==> config.mk <==
export PLATFORM = sky130hd
export DESIGN_NAME = pipeline_ctrl
export DESIGN_NICKNAME = d
export VERILOG_FILES = /design/src/rtl/pipeline_ctrl_pkg.sv /design/src/rtl/pipeline_ctrl_load_use_detect.sv /design/src/rtl/pipeline_ctrl.sv
export SDC_FILE = /design/constraint.sdc
export NUM_CORES = 1
export LEC_CHECK = 0
export CAP_MARGIN = 20
export CORE_UTILIZATION = 42
export DETAILED_ROUTE_END_ITERATION = 10
export PLACE_DENSITY = 0.76
export SYNTH_ARGS = -nofsm -noshare
export SYNTH_HDL_FRONTEND = slang
export SYNTH_SLANG_ARGS = --single-unit
==> constraint.sdc <==
create_clock -name clk -period 2.1 [get_ports clk]
set_input_delay 0.42 -clock clk [delete_from_list [all_inputs] [get_ports clk]]
set_output_delay 0.42 -clock clk [all_outputs]
set_load 0.005 [all_outputs]
==> src/rtl/pipeline_ctrl_pkg.sv <==
// Shared types and constants for the pipeline stall/flush sequencer.
package pipeline_ctrl_pkg;

    typedef enum logic [1:0] {
        INIT     = 2'd0,
        RUN      = 2'd1,
        MEM_WAIT = 2'd2,
        FAULT    = 2'd3
    } ctrl_state_t;

    localparam int unsigned REG_ZERO = 0;

    typedef struct packed {
        logic pc_write;
        logic pc_src_branch;
        logic if_id_write;
        logic id_ex_write;
        logic ex_mem_write;
        logic mem_wb_write;
        logic if_id_flush;
        logic id_ex_flush;
        logic mem_wb_flush;
    } stage_ctrl_t;

    localparam stage_ctrl_t CTRL_HALT = '0;

    localparam stage_ctrl_t CTRL_RESET = '{
        pc_write: 1'b0, pc_src_branch: 1'b0,
        if_id_write: 1'b0, id_ex_write: 1'b0, ex_mem_write: 1'b0, mem_wb_write: 1'b0,
        if_id_flush: 1'b1, id_ex_flush: 1'b1, mem_wb_flush: 1'b1
    };

    localparam stage_ctrl_t CTRL_INIT = '{
        pc_write: 1'b0, pc_src_branch: 1'b0,
        if_id_write: 1'b1, id_ex_write: 1'b1, ex_mem_write: 1'b1, mem_wb_write: 1'b1,
        if_id_flush: 1'b1, id_ex_flush: 1'b1, mem_wb_flush: 1'b1
    };

    localparam stage_ctrl_t CTRL_ADVANCE = '{
        pc_write: 1'b1, pc_src_branch: 1'b0,
        if_id_write: 1'b1, id_ex_write: 1'b1, ex_mem_write: 1'b1, mem_wb_write: 1'b1,
        if_id_flush: 1'b0, id_ex_flush: 1'b0, mem_wb_flush: 1'b0
    };

    // Whole pipe frozen while a bubble drains into WB.
    localparam stage_ctrl_t CTRL_MEM_STALL = '{
        pc_write: 1'b0, pc_src_branch: 1'b0,
        if_id_write: 1'b0, id_ex_write: 1'b0, ex_mem_write: 1'b0, mem_wb_write: 1'b1,
        if_id_flush: 1'b0, id_ex_flush: 1'b0, mem_wb_flush: 1'b1
    };

    // Branch beats load-use: the ID instruction is on the wrong path anyway.
    function automatic stage_ctrl_t ctrl_run(input logic branch, input logic hazard);
        stage_ctrl_t c;
        c = CTRL_ADVANCE;
        if (branch) begin
            c.pc_src_branch = 1'b1;
            c.if_id_flush   = 1'b1;
            c.id_ex_flush   = 1'b1;
        end else if (hazard) begin
            c.pc_write    = 1'b0;
            c.if_id_write = 1'b0;
            c.id_ex_flush = 1'b1;
        end
        return c;
    endfunction

endpackage

==> src/rtl/pipeline_ctrl_load_use_detect.sv <==
// Combinational load-use hazard compare between the ID operands and the EX load.
module load_use_detect
    import pipeline_ctrl_pkg::*;
#(
    parameter int unsigned REG_ADDR_W = 5
) (
    input  logic [REG_ADDR_W-1:0] id_rs1,
    input  logic [REG_ADDR_W-1:0] id_rs2,
    input  logic                  id_uses_rs1,
    input  logic                  id_uses_rs2,
    input  logic                  ex_mem_read,
    input  logic [REG_ADDR_W-1:0] ex_rd,
    output logic                  hazard
);

    logic rd_live;
    logic rs1_hit;
    logic rs2_hit;

    assign rd_live = ex_mem_read && (ex_rd != REG_ADDR_W'(REG_ZERO));
    assign rs1_hit = id_uses_rs1 && (id_rs1 == ex_rd);
    assign rs2_hit = id_uses_rs2 && (id_rs2 == ex_rd);
    assign hazard  = rd_live && (rs1_hit || rs2_hit);

endmodule

==> src/rtl/pipeline_ctrl.sv <==
// Stall/flush sequencer for the 5-stage pipeline; Mealy outputs from a registered FSM.
// Optional perf counters are built when PIPELINE_CTRL_PERF_EN is defined.
module pipeline_ctrl
    import pipeline_ctrl_pkg::*;
#(
    parameter int unsigned REG_ADDR_W  = 5,
    parameter int unsigned INIT_CYCLES = 4,
    parameter int unsigned MEM_TIMEOUT = 16
) (
    input  logic                  clk,
    input  logic                  rst,
    input  logic [REG_ADDR_W-1:0] id_rs1,
    input  logic [REG_ADDR_W-1:0] id_rs2,
    input  logic                  id_uses_rs1,
    input  logic                  id_uses_rs2,
    input  logic                  ex_mem_read,
    input  logic [REG_ADDR_W-1:0] ex_rd,
    input  logic                  ex_branch_taken,
    input  logic                  mem_access,
    input  logic                  dmem_ready,
    output logic                  pc_write,
    output logic                  pc_src_branch,
    output logic                  if_id_write,
    output logic                  id_ex_write,
    output logic                  ex_mem_write,
    output logic                  mem_wb_write,
    output logic                  if_id_flush,
    output logic                  id_ex_flush,
    output logic                  mem_wb_flush,
    output logic                  fault,
    output logic [1:0]            state_o
`ifdef PIPELINE_CTRL_PERF_EN
    ,
    output logic [31:0]           stall_cycles,
    output logic [31:0]           flush_count
`endif
);

    localparam int unsigned ICNT_W  = 4;
    localparam int unsigned TCNT_W  = (MEM_TIMEOUT > 1) ? $clog2(MEM_TIMEOUT) : 1;
    localparam int unsigned TO_LAST = (MEM_TIMEOUT > 0) ? MEM_TIMEOUT - 1 : 0;

    ctrl_state_t       state_q, state_d;
    logic [ICNT_W-1:0] icnt_q, icnt_d;
    logic [TCNT_W-1:0] tcnt_q, tcnt_d;
    stage_ctrl_t       ctrl;
    logic              hazard;
    logic              mem_busy;

    load_use_detect #(.REG_ADDR_W(REG_ADDR_W)) u_load_use_detect (
        .id_rs1      (id_rs1),
        .id_rs2      (id_rs2),
        .id_uses_rs1 (id_uses_rs1),
        .id_uses_rs2 (id_uses_rs2),
        .ex_mem_read (ex_mem_read),
        .ex_rd       (ex_rd),
        .hazard      (hazard)
    );

    assign mem_busy = mem_access && !dmem_ready;

    // Next state and Mealy stage controls.
    always_comb begin
        state_d = state_q;
        icnt_d  = icnt_q;
        tcnt_d  = tcnt_q;
        ctrl    = CTRL_HALT;
        unique case (state_q)
            INIT: begin
                ctrl   = CTRL_INIT;
                icnt_d = icnt_q + ICNT_W'(1);
                if (icnt_q == ICNT_W'(INIT_CYCLES - 1)) begin
                    state_d = RUN;
                end
            end
            RUN: begin
                if (mem_busy) begin
                    ctrl    = CTRL_MEM_STALL;
                    state_d = MEM_WAIT;
                    tcnt_d  = '0;
                end else begin
                    ctrl = ctrl_run(ex_branch_taken, hazard);
                end
            end
            MEM_WAIT: begin
                if (dmem_ready) begin
                    ctrl    = ctrl_run(ex_branch_taken, hazard);
                    state_d = RUN;
                end else begin
                    ctrl = CTRL_MEM_STALL;
                    if (MEM_TIMEOUT != 0) begin
                        if (tcnt_q == TCNT_W'(TO_LAST)) begin
                            state_d = FAULT;
                        end else begin
                            tcnt_d = tcnt_q + TCNT_W'(1);
                        end
                    end
                end
            end
            FAULT: begin
                ctrl = CTRL_HALT;
            end
            default: begin
                state_d = INIT;
            end
        endcase
        if (!rst) begin
            ctrl = CTRL_RESET;
        end
    end

    always_ff @(posedge clk or negedge rst) begin
        if (!rst) begin
            state_q <= INIT;
            icnt_q  <= '0;
            tcnt_q  <= '0;
        end else begin
            state_q <= state_d;
            icnt_q  <= icnt_d;
            tcnt_q  <= tcnt_d;
        end
    end

    assign pc_write      = ctrl.pc_write;
    assign pc_src_branch = ctrl.pc_src_branch;
    assign if_id_write   = ctrl.if_id_write;
    assign id_ex_write   = ctrl.id_ex_write;
    assign ex_mem_write  = ctrl.ex_mem_write;
    assign mem_wb_write  = ctrl.mem_wb_write;
    assign if_id_flush   = ctrl.if_id_flush;
    assign id_ex_flush   = ctrl.id_ex_flush;
    assign mem_wb_flush  = ctrl.mem_wb_flush;
    assign fault         = (state_q == FAULT);
    assign state_o       = state_q;

`ifdef PIPELINE_CTRL_PERF_EN
    logic        stall_evt;
    logic        flush_evt;
    logic [31:0] stall_q, stall_d;
    logic [31:0] flush_q, flush_d;

    // Stalls are RUN load-use bubbles plus every MEM_WAIT cycle; flushes are applied redirects.
    always_comb begin
        stall_evt = (state_q == MEM_WAIT)
                 || ((state_q == RUN) && !mem_busy && !ex_branch_taken && hazard);
        flush_evt = ex_branch_taken
                 && (((state_q == RUN) && !mem_busy) || ((state_q == MEM_WAIT) && dmem_ready));
        stall_d = stall_q;
        flush_d = flush_q;
        if (stall_evt && (stall_q != '1)) begin
            stall_d = stall_q + 32'd1;
        end
        if (flush_evt && (flush_q != '1)) begin
            flush_d = flush_q + 32'd1;
        end
    end

    always_ff @(posedge clk or negedge rst) begin
        if (!rst) begin
            stall_q <= '0;
            flush_q <= '0;
        end else begin
            stall_q <= stall_d;
            flush_q <= flush_d;
        end
    end

    assign stall_cycles = stall_q;
    assign flush_count  = flush_q;
`endif

endmodule

== Word level (Yosys, flattened, before mapping) ==
Cells that the tools add are included.

* Register bits after elaboration: 10
* Input bits: 23
* Logic and storage cells: 48

* Add/subtract/negate cells: 2
* Equality and inequality tests: 12
* Mux-type cells: 18
* Reduce and logical (&&, ||, !) cells: 13

{| class="wikitable"
|+ Operators by type and width
! cell !! count
|-
| $pmux 9 s4 || 1
|-
| $mux 9 || 3
|-
| $mux 4 || 3
|-
| $eq 5x5->1 || 2
|-
| $add 4x1->4 const B || 2
|-
| $mux 2 || 4
|-
| $ne 2x2->1 const B || 4
|-
| $pmux 4 s2 || 1
|-
| $reduce_and 4->1 || 2
|-
| $pmux 2 s3 || 1
|-
| $logic_and 1x1->1 || 5
|-
| $mux 1 || 5
|-
| $reduce_bool 5->1 || 1
|-
| $eq 2x2->1 const B || 2
|-
| $eq 4x2->1 const B || 1
|-
| $eq 4x4->1 const B || 1
|-
| $ne 3x3->1 const B || 1
|-
| $reduce_bool 3->1 || 1
|-
| $eq 2x1->1 const B || 1
|-
| $logic_not 2->1 || 1
|-
| $reduce_bool 2->1 || 1
|-
| $logic_not 1->1 || 1
|-
| $logic_or 1x1->1 || 1
|}

== Logic depth before layout (Yosys ltp) ==
* Word-level depth: 9
* Depth in mapped cells: 6

== By module ==
A second synthesis with hierarchy kept.

* Cells, all modules: 95
* Area total of the unflattened synthesis: 869.6 um^2

{| class="wikitable"
|+ By module, submodules not included
! module !! times used !! cells an instance !! area an instance (um^2) !! seq. area each (um^2)
|-
| pipeline_ctrl || 1 || 78 || 735.7 || 250.2
|-
| load_use_detect || 1 || 17 || 133.9 || 0.0
|}

== Worst setup path before layout ==
Ideal clock, no wire load.

* Path type: reg-to-output
* From: register state_q[0] (netlist: state_o[0])
* To: output id_ex_write
* Arrival time: 1.442 ns
* Data required time: 1.680 ns
* Path slack: 0.238 ns
* Cell stages (with the launch flop): 7
* Path buffers: 1
* Path through: dfrtp_1 -> inv_1 -> ha_1 -> o21ai_0 -> nand2_1 -> o21a_1 -> buf_4

* Cells in the longest elaborated chain, start to end: 3
* Elaborated cells between the ends (all ways): 6
* Those cells by class: 3 x eq/ne; 2 x mux; 1 x reduce/logical

{| class="wikitable"
|+ RTL lines
! item !! line !! RTL
|-
| start, declared || pipeline_ctrl.sv:43 || <nowiki>ctrl_state_t state_q, state_d;</nowiki>
|-
| start signal, assigned || pipeline_ctrl.sv:118 || <nowiki>state_q <= state_d;</nowiki>
|-
| $eq 2x2->1 (tied with other cells) || pipeline_ctrl.sv:68 || <nowiki>unique case (state_q)</nowiki>
|-
| $pmux 9 s4 (*) || pipeline_ctrl.sv:68 ||
|-
| $mux 9 (*) || pipeline_ctrl.sv:107 || <nowiki>if (!rst) begin</nowiki>
|-
| end, declared || pipeline_ctrl.sv:24 || <nowiki>output logic id_ex_write,</nowiki>
|}

Every way passes the cells marked *; elsewhere a longest branch is shown, timed or not.

== Worst setup path after layout ==
* From: input id_rs2[1]
* To: output if_id_write

* Cells in the longest elaborated chain, start to end: 9
* Elaborated cells between the ends (all ways): 10
* Those cells by class: 1 x eq/ne; 6 x mux; 3 x reduce/logical

{| class="wikitable"
|+ RTL lines
! item !! line !! RTL
|-
| start, declared || pipeline_ctrl.sv:13 || <nowiki>input logic [REG_ADDR_W-1:0] id_rs2,</nowiki>
|-
| $eq 5x5->1 (*) || pipeline_ctrl_load_use_detect.sv:22 || <nowiki>assign rs2_hit = id_uses_rs2 && (id_rs2 == ex_rd);</nowiki>
|-
| $logic_and 1x1->1 (*) || pipeline_ctrl_load_use_detect.sv:22 ||
|-
| $logic_or 1x1->1 (*) || pipeline_ctrl_load_use_detect.sv:23 || <nowiki>assign hazard = rd_live && (rs1_hit || rs2_hit);</nowiki>
|-
| $logic_and 1x1->1 (*) || pipeline_ctrl_load_use_detect.sv:23 ||
|-
| $mux 1 (*) || pipeline_ctrl_pkg.sv:60 || <nowiki>end else if (hazard) begin</nowiki>
|-
| $mux 1 (*) || pipeline_ctrl_pkg.sv:56 || <nowiki>if (branch) begin</nowiki>
|-
| $mux 9 (on tied branches) || pipeline_ctrl.sv:86, pipeline_ctrl.sv:77 ||
|-
| $pmux 9 s4 (*) || pipeline_ctrl.sv:68 ||
|-
| $mux 9 (*) || pipeline_ctrl.sv:107 ||
|-
| end, declared || pipeline_ctrl.sv:23 || <nowiki>output logic if_id_write,</nowiki>
|}

Marks and branches as above.

==> metrics <==
Placement Setup Slack -0.689 ns; Die W 46.4 um; clock net sink count 10; Cell Count Post-Placement 164; root buf cell clkbuf_4; Nets 177; cell count after synthesis 90; r2r setup slk 0.44 ns; Max Slew Vio Count 0; max-cap viol count 0; status complete, but fails checks; Seq/Total Area, Yosys between 30% and 40%; H-tree depth 1; Avg Vias per Cell 5.10; CTS max path bufs 2; routed len/inst approximately 15 um; pin count of the biggest net entering global routing 8; fmax 471 MHz; WP data required 1.68 ns; crit-path max cell delay ~0.48 ns; number of synthesized flops with an enable pin 0; Yosys reg bits 10; CP startpoint id_rs2[1]; worst slew pin tran 0.369 ns; ys flop type dfrtp_1; vias in the first global route 843; port bufs 34; final period utilization 101%; Slowest-stage cell, CP clkdlybuf4s50_1; GRT overflow 0; Synth Warn # 0; Reg-to-Reg End tcnt_q[3]; routability congestion estimate 0.808; P_leak 0.000663 uW; Die Y around 46 um; Worst-path clk slew 0.06 ns; unrepaired setup endpoints after global routing yes; Netlist cell types 34; DRC viols 0; clock latency at the later pin of the worst-skew pair 0.27 ns; first-pass GRT wire length 3530 um; area delta synth->final 67.9%; total CTS buffers 3; router iterations before antenna repair 4; Worst R2R Start state_o[1]; Total Power 421 uW; initial antenna violation count 0; syn nets about 120; ant diodes 0; crit start category primary input; share of cells above drive strength 1 between 30% and 40%; final hold vios 0; Finished Layout Cells roughly 170; CTS Hold Bufs 0; crit path cell chain clkdlybuf4s50_1, xnor2_1, a32oi_2, o41a_1, buf_2; DP Wirelength 1770 um; CP delay by family, top buffers and inverters; fin crit period about 2.1 ns; vias between 800 and 900; crit path DAT 1.70 ns; syn avg cell area 9.19 um2; placed cell areas 0.00132 mm2; Pwr Density 303 mW/mm2; worst-path fanout max 3; cells on worst reg2reg path 7; CP Capture Type output port; violated checks negative setup slack; Total GRT Usage 23.9%; Synth async-reset ratio 100%; Hold Path Class primary input to asynchronous set/reset pin; final setup margin -0.0210 ns; Placeable Area 0.00178 mm2; FP Rows 15; clock skew 0.00474 ns; kind of critical path primary input to output port; final wirelength 2460 um; Relative slew margins 75.3%; Routed Antenna Nets 0; I/O pins 35; die area 0.00215 mm2; post-route cell area 0.00139 mm2; Iter 0 DRT Violations 23; sum of buffers and inverters on the critical path 2; post-synth design cell area about 830 um2; Peak VDD IR 0.336 mV; CTS tree built; # setup viols final 1; Initial Util 46.4%
==> report_power, final <==
part	switching (uW)	internal, uW
combinational	42.4	54.3
clock	62.8	66.1
sequential	1.49	194
total	107	314
==> registers in the layout, indices dropped and copies added, names as in the netlist <==
signal and flops:
icnt_q 4, state_o 2, tcnt_q 4
==> worst max path at each step <==
stage,endpoint,slack [ns],cells after the start
after floorplan,id_ex_write,0.24,6
after global placement,pc_write,-0.68,5
after detailed placement,if_id_write,-0.69,6
after CTS,if_id_write,-0.02,6
after global routing,if_id_write,-0.06,5
final,if_id_write,-0.02,5
==> per-stage QoR <==
stage | utilization, % | hold slack [ns] | setup TNS [ns]
4_1_cts | 77.9 | 0.227 | -0.0178
3_5_place_dp | 73.8 | 0.478 | -2.97
5_1_grt | 77.9 | 0.228 | -0.0699
3_3_place_gp | 73.8 | 0.471 | -2.97
6_report | 77.9 | 0.229 | -0.0210
2_1_floorplan | - | 0.124 | 0
==> cells by family after synthesis <==
kind of cell / count (synthesis) / share of synthesized area, %
compound gates: 22 / 17.4
xor+xnor: 13 / 13.8
fa+ha+maj: 8 / 12.1
buf+inv: 8 / 4.08
flops: 10 / 30.3
mux: 3 / 3.78
simple gates: 26 / 18.6
==> layer usage <==
layer | part of all wire (%) | GRT usage (%) | up-vias | wire [um]
met5 | 0 | 0 | - | 0
met4 | 0.28 | 5.88 | 0 | 7
met3 | 4.8 | 9.02 | 2 | 117
met2 | 54 | 43.1 | 19 | 1330
met1 | 41 | 25.8 | 411 | 1000
li1 | - | - | 430 | -
==> placed cells by master (no fill, tap or decap), types with 2 or more instances in the layout <==
master           count
mux2i_1              2
xnor2_1              4
xor2_1               9
nand4_1              2
buf_2                8
nor4_2               2
ha_4                 3
clkdlybuf4s50_1     10
clkdlybuf4s15_1      2
dlygate4sd2_1        3
ha_1                 5
inv_1                4
and3_1               2
clkbuf_2             8
a21oi_1              5
nor2b_1              4
inv_2                2
nand2_1              6
clkbuf_4             3
buf_4               14
buf_6                7
o21ai_0              5
dfrtp_1              9
o21ai_4              2
==> layout make-up <==
type	instances	area, um2
clock buffer	3	22.5
fill	121	394
sequential	10	251
inverter	6	22.5
timing repair buffer	53	423
tap	25	31.3
multi-input combinational	72	638
==> cell usage after synthesis (2+ instances only) <==
library cell | instances | area [um2]
a21oi_1 | 5 | 25.0
and3_1 | 2 | 12.5
dfrtp_1 | 10 | 250
ha_1 | 8 | 100
inv_1 | 6 | 22.5
mux2i_1 | 2 | 20.0
nand2_1 | 8 | 30.0
nand2b_1 | 2 | 12.5
nand4_1 | 2 | 12.5
nor2b_1 | 4 | 25.0
nor4_1 | 2 | 12.5
o21ai_0 | 6 | 30.0
xnor2_1 | 4 | 35.0
xor2_1 | 9 | 78.8
==> timing repair <==
action                     4_1_cts  5_1_grt
gates cloned                     0        0
setup endpoints to repair        9        8
gates resized for setup         77       24
setup buffers                    2        0
pin swaps                       11       16
Note: power is estimated with default switching activity, not from simulation.
